<file path="src/rtl/sn_core_dispatcher_pkg.sv">
`default_nettype none
//------------------------------------------------------------------------------
// Module      : sn_core_dispatcher_pkg
// Description : Shared definitions for the snooper core dispatcher: clog2 helper
//               macro, index-width derivation and default sizing constants.
// Revision    : 1.0 - initial release
//------------------------------------------------------------------------------

`ifndef CLOG2
`define CLOG2(x) $clog2(x)
`endif

package sn_core_dispatcher_pkg;

    // Default sizing of a dispatcher instance
    localparam int C_DEF_NUM_CORES   = 4;
    localparam int C_DEF_ADDR_WIDTH  = 8;
    localparam int C_DEF_DATA_WIDTH  = 64;
    localparam int C_DEF_INC_WIDTH   = `CLOG2(C_DEF_DATA_WIDTH / 8) + 1;

    // One-hot per-core vectors are exactly one bit per core
    localparam int C_DEF_ONEHOT_WIDTH = C_DEF_NUM_CORES;
    localparam int C_DEF_IDX_WIDTH    = `CLOG2(C_DEF_NUM_CORES);

    // Index width for a given core count; never narrower than one bit
    function automatic int sn_idx_width(input int num);
        return (num < 2) ? 1 : `CLOG2(num);
    endfunction

endpackage

`default_nettype wire

</file>
<file path="src/rtl/sn_core_dispatcher_if.sv">
`default_nettype none
//------------------------------------------------------------------------------
// Module      : sn_core_dispatcher_if
// Description : Snooper packet-memory write port plus the buffer-ready
//               handshake. The snooper is the master, the dispatcher the slave.
// Revision    : 1.0 - initial release
//------------------------------------------------------------------------------

interface sn_core_dispatcher_if #(
    parameter int ADDR_WIDTH = 8,
    parameter int DATA_WIDTH = 64,
    parameter int INC_WIDTH  = 4
);

    logic [ADDR_WIDTH-1:0] sn_addr;
    logic [DATA_WIDTH-1:0] sn_wr_data;
    logic                  sn_wr_en;
    logic [INC_WIDTH-1:0]  sn_byte_inc;
    logic                  sn_done;
    logic                  rdy_for_sn;
    logic                  rdy_for_sn_ack;

    modport master (
        output sn_addr,
        output sn_wr_data,
        output sn_wr_en,
        output sn_byte_inc,
        output sn_done,
        output rdy_for_sn_ack,
        input  rdy_for_sn
    );

    modport slave (
        input  sn_addr,
        input  sn_wr_data,
        input  sn_wr_en,
        input  sn_byte_inc,
        input  sn_done,
        input  rdy_for_sn_ack,
        output rdy_for_sn
    );

endinterface

`default_nettype wire

</file>
<file path="src/rtl/sn_rr_pick.sv">
`default_nettype none
//------------------------------------------------------------------------------
// Module      : sn_rr_pick
// Description : Combinational round-robin first-set finder. Returns the first
//               set request bit at or after the start pointer (wrapping),
//               optionally skipping one excluded index.
// Revision    : 1.0 - initial release
//------------------------------------------------------------------------------

module sn_rr_pick #(
    parameter int N         = 4,
    parameter int IDX_WIDTH = 2
) (
    input  wire logic [N-1:0]         req,
    input  wire logic [IDX_WIDTH-1:0] start,
    input  wire logic [IDX_WIDTH-1:0] excl_idx,
    input  wire logic                 excl_vld,
    output logic      [IDX_WIDTH-1:0] grant_idx,
    output logic                      grant_vld
);

    // Walk the requests from the start pointer, first qualifying bit wins
    always_comb begin
        int                   base;
        int                   pos;
        logic [IDX_WIDTH-1:0] w_pos_idx;

        grant_idx = '0;
        grant_vld = 1'b0;
        // An out-of-range start pointer restarts the search at index 0
        base      = (int'(start) < N) ? int'(start) : 0;
        pos       = 0;
        w_pos_idx = '0;
        for (int k = 0; k < N; k++) begin
            pos = base + k;
            if (pos >= N) begin
                pos = pos - N;
            end
            w_pos_idx = IDX_WIDTH'(pos);
            if (!grant_vld && req[w_pos_idx] &&
                !(excl_vld && (excl_idx == w_pos_idx))) begin
                grant_vld = 1'b1;
                grant_idx = w_pos_idx;
            end
        end
    end

endmodule

`default_nettype wire

</file>
<file path="src/rtl/sn_core_dispatcher.sv">
`default_nettype none
//------------------------------------------------------------------------------
// Module      : sn_core_dispatcher
// Description : Shares one snooper write stream among NUM_CORES filter cores.
//               A round-robin search offers one ready buffer to the snooper;
//               once claimed, writes and the done strobe are routed to that
//               core with zero latency.
//               Optional statistics: define SN_DISPATCH_STATS_EN to add the
//               pkt_count and no_buf_cycles counters.
// Revision    : 1.0 - initial release
//------------------------------------------------------------------------------

module sn_core_dispatcher
    import sn_core_dispatcher_pkg::*;
#(
    parameter int  NUM_CORES  = C_DEF_NUM_CORES,
    parameter int  ADDR_WIDTH = C_DEF_ADDR_WIDTH,
    parameter int  DATA_WIDTH = C_DEF_DATA_WIDTH,
    parameter int  INC_WIDTH  = C_DEF_INC_WIDTH,
    localparam int IDX_WIDTH  = sn_idx_width(NUM_CORES)
) (
    input  wire logic                  clk,
    input  wire logic                  rst,
    sn_core_dispatcher_if.slave        sn,
    input  wire logic [NUM_CORES-1:0]  core_rdy,
    output logic      [NUM_CORES-1:0]  core_ack,
    output logic      [ADDR_WIDTH-1:0] core_addr,
    output logic      [DATA_WIDTH-1:0] core_wr_data,
    output logic      [INC_WIDTH-1:0]  core_byte_inc,
    output logic      [NUM_CORES-1:0]  core_wr_en,
    output logic      [NUM_CORES-1:0]  core_done,
    output logic      [IDX_WIDTH-1:0]  active_idx,
    output logic                       active_vld
`ifdef SN_DISPATCH_STATS_EN
    ,
    output logic      [31:0]           pkt_count,
    output logic      [31:0]           no_buf_cycles
`endif
);

    logic                 r_cand_vld;
    logic [IDX_WIDTH-1:0] r_cand_idx;
    logic                 r_act_vld;
    logic [IDX_WIDTH-1:0] r_act_idx;
    logic [IDX_WIDTH-1:0] r_rr_ptr;

    logic                 w_pick_vld;
    logic [IDX_WIDTH-1:0] w_pick_idx;
    logic                 w_claim;
    logic [IDX_WIDTH-1:0] w_rr_next;

    // Search starts at the round-robin pointer and never re-offers the
    // buffer that is currently being written
    sn_rr_pick #(
        .N         (NUM_CORES),
        .IDX_WIDTH (IDX_WIDTH)
    ) u_pick (
        .req       (core_rdy),
        .start     (r_rr_ptr),
        .excl_idx  (r_act_idx),
        .excl_vld  (r_act_vld),
        .grant_idx (w_pick_idx),
        .grant_vld (w_pick_vld)
    );

    assign w_claim   = r_cand_vld && sn.rdy_for_sn_ack;
    // Explicit wrap so non-power-of-two core counts never see an invalid index
    assign w_rr_next = (r_cand_idx == IDX_WIDTH'(NUM_CORES - 1)) ?
                       '0 : (r_cand_idx + IDX_WIDTH'(1));

    // Candidate / active ownership and round-robin pointer
    always_ff @(posedge clk) begin
        if (rst) begin
            r_cand_vld <= 1'b0;
            r_cand_idx <= '0;
            r_act_vld  <= 1'b0;
            r_act_idx  <= '0;
            r_rr_ptr   <= '0;
        end else if (w_claim) begin
            // A claim wins over a same-cycle done: ownership hands over directly
            r_act_idx  <= r_cand_idx;
            r_act_vld  <= 1'b1;
            r_cand_vld <= 1'b0;
            r_rr_ptr   <= w_rr_next;
        end else begin
            if (r_act_vld && sn.sn_done) begin
                r_act_vld <= 1'b0;
            end
            // The candidate is frozen while offered; search only when idle
            if (!r_cand_vld && w_pick_vld) begin
                r_cand_vld <= 1'b1;
                r_cand_idx <= w_pick_idx;
            end
        end
    end

    assign sn.rdy_for_sn = r_cand_vld;
    assign active_idx    = r_act_idx;
    assign active_vld    = r_act_vld;

    // Data path is a pure broadcast; only the strobes are steered
    assign core_addr     = sn.sn_addr;
    assign core_wr_data  = sn.sn_wr_data;
    assign core_byte_inc = sn.sn_byte_inc;

    generate
        for (genvar i = 0; i < NUM_CORES; i++) begin : g_core
            assign core_ack[i]   = w_claim && (r_cand_idx == IDX_WIDTH'(i));
            assign core_wr_en[i] = r_act_vld && sn.sn_wr_en &&
                                   (r_act_idx == IDX_WIDTH'(i));
            // Done goes to the owner sampled this cycle, before any handover
            assign core_done[i]  = r_act_vld && sn.sn_done &&
                                   (r_act_idx == IDX_WIDTH'(i));
        end
    endgenerate

`ifdef SN_DISPATCH_STATS_EN
    logic [31:0] r_pkt_count;
    logic [31:0] r_no_buf_cycles;

    // Saturating counters of routed packets and buffer-starved cycles
    always_ff @(posedge clk) begin
        if (rst) begin
            r_pkt_count     <= '0;
            r_no_buf_cycles <= '0;
        end else begin
            if (r_act_vld && sn.sn_done && (r_pkt_count != '1)) begin
                r_pkt_count <= r_pkt_count + 32'd1;
            end
            if (!r_cand_vld && !r_act_vld && (r_no_buf_cycles != '1)) begin
                r_no_buf_cycles <= r_no_buf_cycles + 32'd1;
            end
        end
    end

    assign pkt_count     = r_pkt_count;
    assign no_buf_cycles = r_no_buf_cycles;
`endif

endmodule

`default_nettype wire

</file>
<file path="src/flat_wrapper.sv">
// flat-port wrapper written by rule: the top's interface ports become plain ports
module sn_core_dispatcher_flat import sn_core_dispatcher_pkg::*;
#(
    parameter int  NUM_CORES  = C_DEF_NUM_CORES,
    parameter int  ADDR_WIDTH = C_DEF_ADDR_WIDTH,
    parameter int  DATA_WIDTH = C_DEF_DATA_WIDTH,
    parameter int  INC_WIDTH  = C_DEF_INC_WIDTH,
    localparam int IDX_WIDTH  = sn_idx_width(NUM_CORES)
)
  (clk, rst, core_rdy, core_ack, core_addr, core_wr_data, core_byte_inc, core_wr_en, core_done, active_idx, active_vld, sn_sn_addr, sn_sn_wr_data, sn_sn_wr_en, sn_sn_byte_inc, sn_sn_done, sn_rdy_for_sn_ack, sn_rdy_for_sn);
  sn_core_dispatcher_if #(.ADDR_WIDTH(ADDR_WIDTH), .DATA_WIDTH(DATA_WIDTH), .INC_WIDTH(INC_WIDTH)) sn_i ();
  input  wire logic clk;
  input  wire logic rst;
  input  wire logic [NUM_CORES-1:0] core_rdy;
  output logic      [NUM_CORES-1:0] core_ack;
  output logic      [ADDR_WIDTH-1:0] core_addr;
  output logic      [DATA_WIDTH-1:0] core_wr_data;
  output logic      [INC_WIDTH-1:0] core_byte_inc;
  output logic      [NUM_CORES-1:0] core_wr_en;
  output logic      [NUM_CORES-1:0] core_done;
  output logic      [IDX_WIDTH-1:0] active_idx;
  output logic active_vld;
  input wire logic [$bits(sn_i.sn_addr)-1:0] sn_sn_addr;
  input wire logic [$bits(sn_i.sn_wr_data)-1:0] sn_sn_wr_data;
  input wire logic [$bits(sn_i.sn_wr_en)-1:0] sn_sn_wr_en;
  input wire logic [$bits(sn_i.sn_byte_inc)-1:0] sn_sn_byte_inc;
  input wire logic [$bits(sn_i.sn_done)-1:0] sn_sn_done;
  input wire logic [$bits(sn_i.rdy_for_sn_ack)-1:0] sn_rdy_for_sn_ack;
  output wire logic [$bits(sn_i.rdy_for_sn)-1:0] sn_rdy_for_sn;
  assign sn_i.sn_addr = sn_sn_addr;
  assign sn_i.sn_wr_data = sn_sn_wr_data;
  assign sn_i.sn_wr_en = sn_sn_wr_en;
  assign sn_i.sn_byte_inc = sn_sn_byte_inc;
  assign sn_i.sn_done = sn_sn_done;
  assign sn_i.rdy_for_sn_ack = sn_rdy_for_sn_ack;
  assign sn_rdy_for_sn = sn_i.rdy_for_sn;
  sn_core_dispatcher #(.NUM_CORES(NUM_CORES), .ADDR_WIDTH(ADDR_WIDTH), .DATA_WIDTH(DATA_WIDTH), .INC_WIDTH(INC_WIDTH)) u_core (.clk(clk), .rst(rst), .sn(sn_i), .core_rdy(core_rdy), .core_ack(core_ack), .core_addr(core_addr), .core_wr_data(core_wr_data), .core_byte_inc(core_byte_inc), .core_wr_en(core_wr_en), .core_done(core_done), .active_idx(active_idx), .active_vld(active_vld));
endmodule
</file>
<file path="config.mk">
export PLATFORM = sky130hd
export DESIGN_NAME = sn_core_dispatcher_flat
export DESIGN_NICKNAME = d
export VERILOG_FILES = /design/src/rtl/sn_core_dispatcher_pkg.sv /design/src/rtl/sn_core_dispatcher_if.sv /design/src/rtl/sn_rr_pick.sv /design/src/rtl/sn_core_dispatcher.sv /design/src/flat_wrapper.sv
export SDC_FILE = /design/constraint.sdc
export NUM_CORES = 1
export LEC_CHECK = 0
export ABC_AREA = 0
export BUFFER_PORTS_ARGS = -buffer_cell sky130_fd_sc_hd__buf_2
export CAP_MARGIN = 20
export CORE_ASPECT_RATIO = 0.75
export CORE_UTILIZATION = 28
export DETAILED_ROUTE_END_ITERATION = 7
export PLACE_DENSITY = 0.88
export SLEW_MARGIN = 15
export SYNTH_ARGS = -nofsm -noshare
export SYNTH_HDL_FRONTEND = slang
export SYNTH_SLANG_ARGS = --single-unit
</file>
<file path="constraint.sdc">
create_clock -name clk -period 1.46 [get_ports clk]
set_input_delay 0.146 -clock clk [delete_from_list [all_inputs] [get_ports clk]]
set_output_delay 0.146 -clock clk [all_outputs]
set_load 0.01 [all_outputs]
</file>
Word-level counts from Yosys, hierarchy flattened
Index checks and enable logic that the tools add are counted.

$add $sub $neg: 8. $mul: 0. Div/mod/pow operators: 0. Magnitude comparators: 8. Eq/ne operators: 10. Shift-type cells: 0. Mux-type cells: 23. Bitwise logic cells: 1. Reduce and logical (&&, ||, !) cells: 40.

Operators by type and width (count): $logic_and 1x1->1 (27); $mux 2 (9); $lt 2x3->1 const B (4); $mux 1 (10); $ge 3x3->1 const B (3); $bmux 1 s2 (4); $eq 2x2->1 (4); $eq 2x2->1 const B (4); $logic_not 1->1 (8); $sub 2x1->2 const B (4); $add 2x2->3 const B (2); $eq 2x1->1 const B (2); $logic_not 2->1 (2); $add 2x1->3 const B (1); $ge 2x3->1 const B (1); $add 2x1->2 const B (1); $reduce_and 2->1 (1); $reduce_bool 2->1 (1); $reduce_or 2->1 (1); $not 1->1 (1).

Flip-flop bits (word level): 8. Latch bits: 0. Bits in writable memories: 0. Bits in read-only memories: 0. Input port bits: 85. Output and inout port bits: 92. Word-level logic and storage cells: 95. Memories: 0.

Longest topological paths before layout
Gate-level depths: netlist of run 1.

Depth in word-level cells: 21. Mapped depth: 6. Mapped depth without buffers: 5.

By module
From an unflattened synthesis of run 1, not the netlist that was laid out.

Cell total of the unflattened synthesis: 153. Area total of the unflattened synthesis: 1166.1 um^2.

Modules (own cells, without submodules): sn_core_dispatcher (times used 1, cells each 132, area an instance 1007.2 um^2, seq. area each 160.2 um^2); sn_rr_pick (times used 1, cells each 21, area an instance 158.9 um^2, seq. area each 0.0 um^2).

Least setup slack after synthesis of run 1
No wires, ideal clock.

Path type: register to register. Start point: register u_core.r_act_idx[1], in the netlist u_core.active_idx[1]. End point: register u_core.r_cand_idx[1]. Setup time: 84 ps. Arrival time: 1400 ps. Required time: 1376 ps. Setup slack: -24 ps. Stages on the path, launching flop included: 7. Buffers on the path: 1. Period minus slack after synthesis: 1484 ps. Path through: dfxtp_1 -> buf_6 -> mux2_4 -> o22ai_2 -> a21oi_2 -> or3_1 -> o31ai_2.

Longest elaborated chain between the ends: 19. Elaborated cells on any way between the ends: 32. Classes of those cells: eq/ne (4); mux (8); reduce/logical (20).

Ends and longest elaborated chain: from (decl) (line sn_core_dispatcher.sv:44) `logic [IDX_WIDTH-1:0] r_act_idx;`; from (signal assigned) (line sn_core_dispatcher.sv:81) `r_act_idx <= r_cand_idx;`; $eq 2x2->1 (line sn_rr_pick.sv:41) `!(excl_vld && (excl_idx == w_pos_idx))) begin`; $logic_and 1x1->1 (line sn_rr_pick.sv:41); $logic_not 1->1 (line sn_rr_pick.sv:41); $logic_and 1x1->1 (line sn_rr_pick.sv:40) `if (!grant_vld && req[w_pos_idx] &&`; $mux 1 (line sn_rr_pick.sv:40); $logic_not 1->1 (line sn_rr_pick.sv:40); $logic_and 1x1->1 (2 in series) (line sn_rr_pick.sv:40); $mux 1 (line sn_rr_pick.sv:40); $logic_not 1->1 (line sn_rr_pick.sv:40); $logic_and 1x1->1 (2 in series) (line sn_rr_pick.sv:40); $mux 1 (line sn_rr_pick.sv:40); $logic_not 1->1 (line sn_rr_pick.sv:40); $logic_and 1x1->1 (2 in series) (line sn_rr_pick.sv:40); $mux 1 (line sn_rr_pick.sv:40); $logic_and 1x1->1 (line sn_core_dispatcher.sv:90) `if (!r_cand_vld && w_pick_vld) begin`; $reduce_and 2->1 (no line); to (signal assigned) (line sn_core_dispatcher.sv:92) `r_cand_idx <= w_pick_idx;`; to (decl) (line sn_core_dispatcher.sv:42) `logic [IDX_WIDTH-1:0] r_cand_idx;`.

Several ways; a longest one is shown, not always the timed one. A chain may end at the register's enable or synchronous reset.

Worst setup path in the final report of run 1
Start point: register u_core.r_rr_ptr[1]. End point: register u_core.r_cand_idx[1].

Longest elaborated chain between the ends: 21. Elaborated cells on any way between the ends: 55. Classes of those cells: add/sub (7); order compare (4); eq/ne (4); mux (20); reduce/logical (20).

Ends and longest elaborated chain: from (decl) (line sn_core_dispatcher.sv:45) `logic [IDX_WIDTH-1:0] r_rr_ptr;`; from (signal assigned) (line sn_core_dispatcher.sv:84) `r_rr_ptr <= w_rr_next;`; branches (longest 21 deep; another with $add 2x1->3).

Several ways; the timed one is not identified. The select of a mux whose other input is x is not followed.

==> results of run 1 <==
==> cells by family (layout without fill, tap and decap cells) <==
family / count (synthesis) / count (layout)
and+or+nand+nor: 42 / 42
xor gates and xnor gates: 1 / 1
adders and majority gates: 4 / 4
muxes: 4 / 4
AOI/OAI and AO/OA: 20 / 20
DFF: 8 / 8
buffers and inverters: 88 / 43
==> power by group through the flow <==
stage	registers, W	logic, W	clock network [W]
floorplan	0.000254	0.000323	0
global placement	0.000260	0.000163	0
detailed placement	0.000261	0.000168	0
CTS	0.000258	0.000182	0.000279
global route	0.000263	0.000240	0.000299
finish	0.000261	0.000223	0.000274
==> worst max path at each step <==
stage                                 startpoint                                end
2_1_floorplan  u_core.active_idx[1]$_SDFFE_PP0P_  u_core.r_cand_idx[1]$_SDFFE_PP0P_
3_3_place_gp      u_core.active_vld$_SDFFE_PP0P_  u_core.r_cand_idx[1]$_SDFFE_PP0P_
3_5_place_dp     u_core.r_rr_ptr[1]$_SDFFE_PP0P_  u_core.r_cand_idx[1]$_SDFFE_PP0P_
4_1_cts        u_core.active_idx[1]$_SDFFE_PP0P_                       core_done[0]
5_1_grt          u_core.r_rr_ptr[1]$_SDFFE_PP0P_  u_core.r_cand_idx[1]$_SDFFE_PP0P_
6_report         u_core.r_rr_ptr[1]$_SDFFE_PP0P_  u_core.r_cand_idx[1]$_SDFFE_PP0P_
==> cell type report <==
| cell class | count | area (um^2) | share of cell area |
|---|---|---|---|
| Clock buffer | 3 | 41.3 | 0.0366 |
| Inverter | 6 | 22.5 | 0.0200 |
| Multi-Input combinational cell | 71 | 609 | 0.541 |
| Sequential cell | 8 | 174 | 0.154 |
| Tap cell | 55 | 68.8 | 0.0610 |
| Timing Repair Buffer | 34 | 211 | 0.188 |
==> metal layers <==
layer  up-vias  wire length (um)
li1        390                 -
met1       405              1030
met2        85              1340
met3        12               504
met4         0                38
met5         -                 0
==> timing repair <==
item / 4_1_cts / 5_1_grt
buffers inserted: 0 / 2
pin swaps: 1 / 4
hold buffers: 0 / 0
setup endpoints to repair: 3 / 7
gates resized for setup: 9 / 16
gates cloned: 0 / 0
==> state kept, by name, summed over array words and instances (netlist names) <==
signal,cells
u_core.r_cand_idx,2
u_core.sn.rdy_for_sn,1
u_core.r_rr_ptr,2
u_core.active_idx,2
u_core.active_vld,1
==> metrics by stage <==
step	instances	setup WS (ns)	utilization	power, W	TNS (ns)
6_report	177	-0.00298	0.267	0.000757	-0.00298
5_1_grt	177	-0.0685	0.267	0.000802	-0.0776
4_1_cts	176	0.00290	0.240	0.000719	0
3_5_place_dp	173	-0.124	0.219	0.000429	-0.124
3_3_place_gp	173	0.0248	0.219	0.000424	0
2_1_floorplan	167	0.0229	-	0.000577	0
==> worst reg2reg max path, delay by kind of cell, from the launching register on <==
family / cells / cell delay [ns]
AO/OA/AOI/OAI: 4 / 0.62
XOR/XNOR: 1 / 0.20
buffers and inverters: 1 / 0.14
flip-flops: 1 / 0.38
==> layout by cell type, fill, tap and decap left out, drive strengths merged, types with 3 or more instances in the layout <==
cell / count
a21oi: 8
a31oi: 3
and2: 4
and3: 5
buf: 34
clkbuf: 3
dfxtp: 8
ha: 4
inv: 6
nand2: 11
nand3: 3
nor2: 6
nor3: 6
==> flow_metrics.tcl, run 1 <==
set metrics [dict create \
    io_pins 177 \
    timing_worst_setup_path_type "reg2reg" \
    grt_busiest_layer "met2" \
    p_per_area_nw_per_um2 672 \
    use_met1 0.115 \
    synthDistinctLibCells 34 \
    synth-xor-area-share 0.0126 \
    p_sw_w 0.000239 \
    r2r_start "u_core.r_rr_ptr[1]$_SDFFE_PP0P_" \
    finalCriticalPeriod_ns 1.46 \
    yosys-top-cells-area "buf_4, dfxtp_1, ha_1, nand2_1, a21oi_1" \
    async_reset_ff_frac 0 \
    holdPathEnd "u_core.active_idx[1]$_SDFFE_PP0P_" \
    totalWireLength_mm 2.91 \
    drive_above_1_share 0.492 \
    die_w_um 80.3 \
    synth-simple-area-share 0.169 \
    gp_congestion 0.889 \
    slew_headroom 0.770 \
    final_cell_area_um2 1130 \
    clockBufferDepth 2 \
    clock_skew_ns 0.00308 \
    synth_mux_area_frac 0.0389 \
    synth_top_family_by_area "buffers and inverters" \
    synthAdderAreaFrac 0.0389 \
    wl_per_cell_um 16.5 \
    portBuffers 24 \
    yosys_warnings 0 \
    diodes 0 \
    pwr-share-seq 0.345 \
    rr_worst_depth 6 \
    synth.avg_cell_area_um2 7.71 \
    netlist_top_cells_count "buf_4, nand2_1, dfxtp_1" \
    met2_usage 0.156 \
    die_h_um 60.7 \
    cpLargestDelayFamily "compound AO/OA/AOI/OAI gates" \
    clk_latency_ns 0.23 \
    coreArea_um2 4230 \
    rsz0062_at_grt "yes" \
    endpoint_kind "register" \
    maxCapViolations 0 \
    die-area_um2 4880 \
    synth_area_um2 1290 \
    leakagePower_nw 0.489 \
    synth.most_common_cell "buf_4" \
    grt_pass1_vias 834 \
    syn2layout_area_growth_pct -12.4 \
    setup_ws_ns -0.00298 \
    p_sw_frac 0.315 \
    cts-root-buf "clkbuf_8" \
    synth_compound_gate_area_share 0.117 \
    max_stage_delay_ns 0.38 \
    grt_util_all_layers 0.114 \
    final_max_slew_viol_count 0 \
    pwr-share-clk 0.361 \
    cp_cell_sequence "xor2_4 -> buf_12 -> o2bb2ai_4 -> a31oi_1 -> o2111ai_1 -> o31ai_2" \
    nFillCells 451 \
    ys_seq_elements 8 \
    path_buf_inv 1 \
    dp_hpwl_mm 2.10 \
    initialDrtViolationCount 56 \
    cts_tree "built" \
    place_area_um2 925 \
    synth.top_cell.area_share 0.443 \
    post-route-drc-count 0 \
    viasPerCell 5.04 \
    r2r-end "u_core.r_cand_idx[1]$_SDFFE_PP0P_" \
    cts_buffers 3 \
    grtUsageMet3 0.101 \
    critPathArrivalTime_ns 1.57 \
    row_count 20 \
    status "complete, but fails checks" \
    cp_slowest_cell "dfxtp_4" \
    synth_nets 256 \
    syn_inst 167 \
    cts.sinks 8 \
    hold_violations 0 \
    grt_max_degree 10 \
    setup_viol 1 \
    crit_fanout 8 \
    critPathRequiredTime_ns 1.57 \
    min_delay_path_depth 2 \
    vias 892 \
    hold_class "in2reg" \
    antenna_found_initial 0 \
    post-route-period-util 1.00 \
    grt_pass1_wl_mm 4.00 \
    ant_nets 0 \
    r2r_slack_ns -0.003 \
    grt_overflow 0 \
    synth_flop_cell "dfxtp_1" \
    intPower_w 0.000518 \
    fmax_mhz 684 \
    synth_edf_count 0 \
    whs_ns 0.195 \
    tightest_slew_ns 0.335 \
    violations "negative setup slack" \
    nNetsFinal 213 \
    dr.pass1.iters 4 \
    startpoint_type "register" \
    htree_num_levels 1 \
    holdCritStartpoint "rst" \
    start_util 0.304 \
    seq_area_frac_synth 0.124 \
    combinationalPowerShare 0.294 \
    critical_path_cell_count 6 \
    ir_worst_vdd_mv 0.165 \
    synth_area_leader_cell "buf_4" \
    path_clk_slew_ns 0.04 \
]
No activity file was read; power rests on OpenSTA's default activity.
==> run 2: changes to the inputs <==
--- a/config.mk
+++ b/config.mk
@@ -11,7 +11,8 @@
 export CORE_ASPECT_RATIO = 0.75
 export CORE_UTILIZATION = 28
 export DETAILED_ROUTE_END_ITERATION = 7
-export PLACE_DENSITY = 0.88
+export HOLD_SLACK_MARGIN = 0.06
+export PLACE_DENSITY = 0.79
 export SLEW_MARGIN = 15
 export SYNTH_ARGS = -nofsm -noshare
 export SYNTH_HDL_FRONTEND = slang
==> run 2 against run 1 <==
  * The flow now finishes without violations
  * Global-route usage decreased by 0.79 points
  * Wire length down 12%
  * Combinational power down 21%
  * Clock power shrank 7%
  * Worst hold slack better by 0.0060 ns
  * Sequential cell count unchanged
  * Via count decreased by 5.6%
==> flow_metrics.tcl, run 2 (synthesis results as in run 1) <==
set metrics [dict create \
    path_buf_inv 0 \
    finalCriticalPeriod_ns 1.45 \
    dr.pass1.iters 4 \
    path_clk_slew_ns 0.04 \
    cts_buffers 3 \
    htree_num_levels 1 \
    cts_hold_buf 0 \
    grt_pass1_vias 757 \
    die_h_um 60.7 \
    clockBufferDepth 2 \
    timing_worst_setup_path_type "reg2reg" \
    io_pins 177 \
    final_cell_area_um2 1050 \
    maxCapViolations 0 \
    coreArea_um2 4230 \
    grt_overflow 0 \
    grt_pass1_wl_mm 3.72 \
    final_common_cell "buf_2" \
    hold_violations 0 \
    grt_util_all_layers 0.106 \
    totalWireLength_mm 2.57 \
    grt_max_degree 14 \
    final_cell_mix "buf_2, nand2_1, a21oi_1, buf_4" \
    slew_headroom 0.755 \
    status "finished clean" \
    cts-root-buf "clkbuf_8" \
    max_stage_delay_ns 0.40 \
    wl_per_cell_um 14.7 \
    critPathArrivalTime_ns 1.59 \
    clock_skew_ns 0.000596 \
    ir_worst_vdd_mv 0.267 \
    cp_cell_sequence "mux2_4 -> o22ai_2 -> a21oi_2 -> or3_1 -> o31ai_2" \
    endpoint_kind "register" \
    cts_tree "built" \
    fmax_mhz 691 \
    r2r_slack_ns 0.01 \
    rsz0062_at_grt "yes" \
    tightest_slew_ns 0.367 \
    initialDrtViolationCount 101 \
    syn2layout_area_growth_pct -18.6 \
    cp_slowest_cell "dfxtp_4" \
    die-area_um2 4880 \
    place_area_um2 910 \
    viasPerCell 4.81 \
    start_util 0.304 \
    portBuffers 24 \
    vias 842 \
    nFillCells 455 \
    dp_hpwl_mm 2.00 \
    gp_congestion 0.844 \
    post-route-drc-count 0 \
    diodes 0 \
    critPathRequiredTime_ns 1.60 \
    final.setup.tns_ns 0 \
    clk_latency_ns 0.22 \
    final_max_slew_viol_count 0 \
    cts.sinks 8 \
    nNetsFinal 211 \
    cpLargestDelayFamily "flip-flops" \
    row_count 20 \
    leakagePower_nw 0.467 \
    setup_viol 0 \
    p_per_area_nw_per_um2 660 \
    drive_above_1_share 0.475 \
    ant_nets 0 \
    crit_fanout 5 \
    hold_class "in2reg" \
    antenna_found_initial 0 \
    post-route-period-util 0.991 \
    startpoint_type "register" \
    die_w_um 80.3 \
]
==> run 2: changes by cell type in the layout (fill, tap and decap cells not counted), moves of 3 or more <==
cell	previous run	this run
and2_1	4	1
and2_4	0	3
buf_2	24	21
buf_6	1	4
==> run 2: path summary, 6_finish.rpt <==
check,startpoint,end,cells past startpoint
max,u_core.active_idx[1]$_SDFFE_PP0P_,u_core.r_cand_idx[1]$_SDFFE_PP0P_,5
min,rst,u_core.active_vld$_SDFFE_PP0P_,2
max reg2reg,u_core.active_idx[1]$_SDFFE_PP0P_,u_core.r_cand_idx[1]$_SDFFE_PP0P_,5
min reg2reg,u_core.r_cand_idx[1]$_SDFFE_PP0P_,u_core.active_idx[1]$_SDFFE_PP0P_,2
==> run 2: cell type report <==
class / instances / area (um^2) / area share
clock buffer: 3 / 41.3 / 0.0394
inverter: 6 / 22.5 / 0.0215
multi-input combinational: 71 / 543 / 0.518
sequential: 8 / 170 / 0.162
tap: 55 / 68.8 / 0.0656
timing repair buffer: 32 / 203 / 0.193
==> run 2: power by group <==
| group | switching (W) | internal [W] | total, W |
|---|---|---|---|
| clock | 0.0000778 | 0.000178 | 0.000256 |
| combinational | 0.0000929 | 0.0000838 | 0.000177 |
| sequential | 0.0000273 | 0.000232 | 0.000259 |
==> run 2: metal layers <==
layer / GRT usage / vias to the layer above / routed length [um] / part of all wire
li1: - / 384 / - / -
met1: 0.119 / 383 / 1030 / 0.40
met2: 0.136 / 65 / 1060 / 0.41
met3: 0.110 / 10 / 440 / 0.17
met4: 0.0281 / 0 / 27 / 0.011
met5: 0 / - / 0 / 0
==> run 2: per-stage QoR <==
| step | total power (W) | setup slack (ns) | std cells | hold slack (ns) | utilization |
|---|---|---|---|---|---|
| 2_1_floorplan | 0.000577 | 0.0229 | 167 | 0.342 | - |
| 3_3_place_gp | 0.000415 | -0.00448 | 171 | 0.292 | 0.215 |
| 3_5_place_dp | 0.000419 | -0.0861 | 171 | 0.292 | 0.215 |
| 4_1_cts | 0.000695 | 0.00694 | 175 | 0.202 | 0.236 |
| 5_1_grt | 0.000747 | -0.0662 | 175 | 0.214 | 0.248 |
| 6_report | 0.000692 | 0.0131 | 175 | 0.201 | 0.248 |
==> run 2: what timing repair did <==
| action | 4_1_cts | 5_1_grt |
|---|---|---|
| resized for setup | 8 | 12 |
| pin swaps | 1 | 5 |
| hold endpoints to repair | 0 | 0 |
| setup endpoints to repair | 3 | 5 |
| buffers inserted | 1 | 0 |
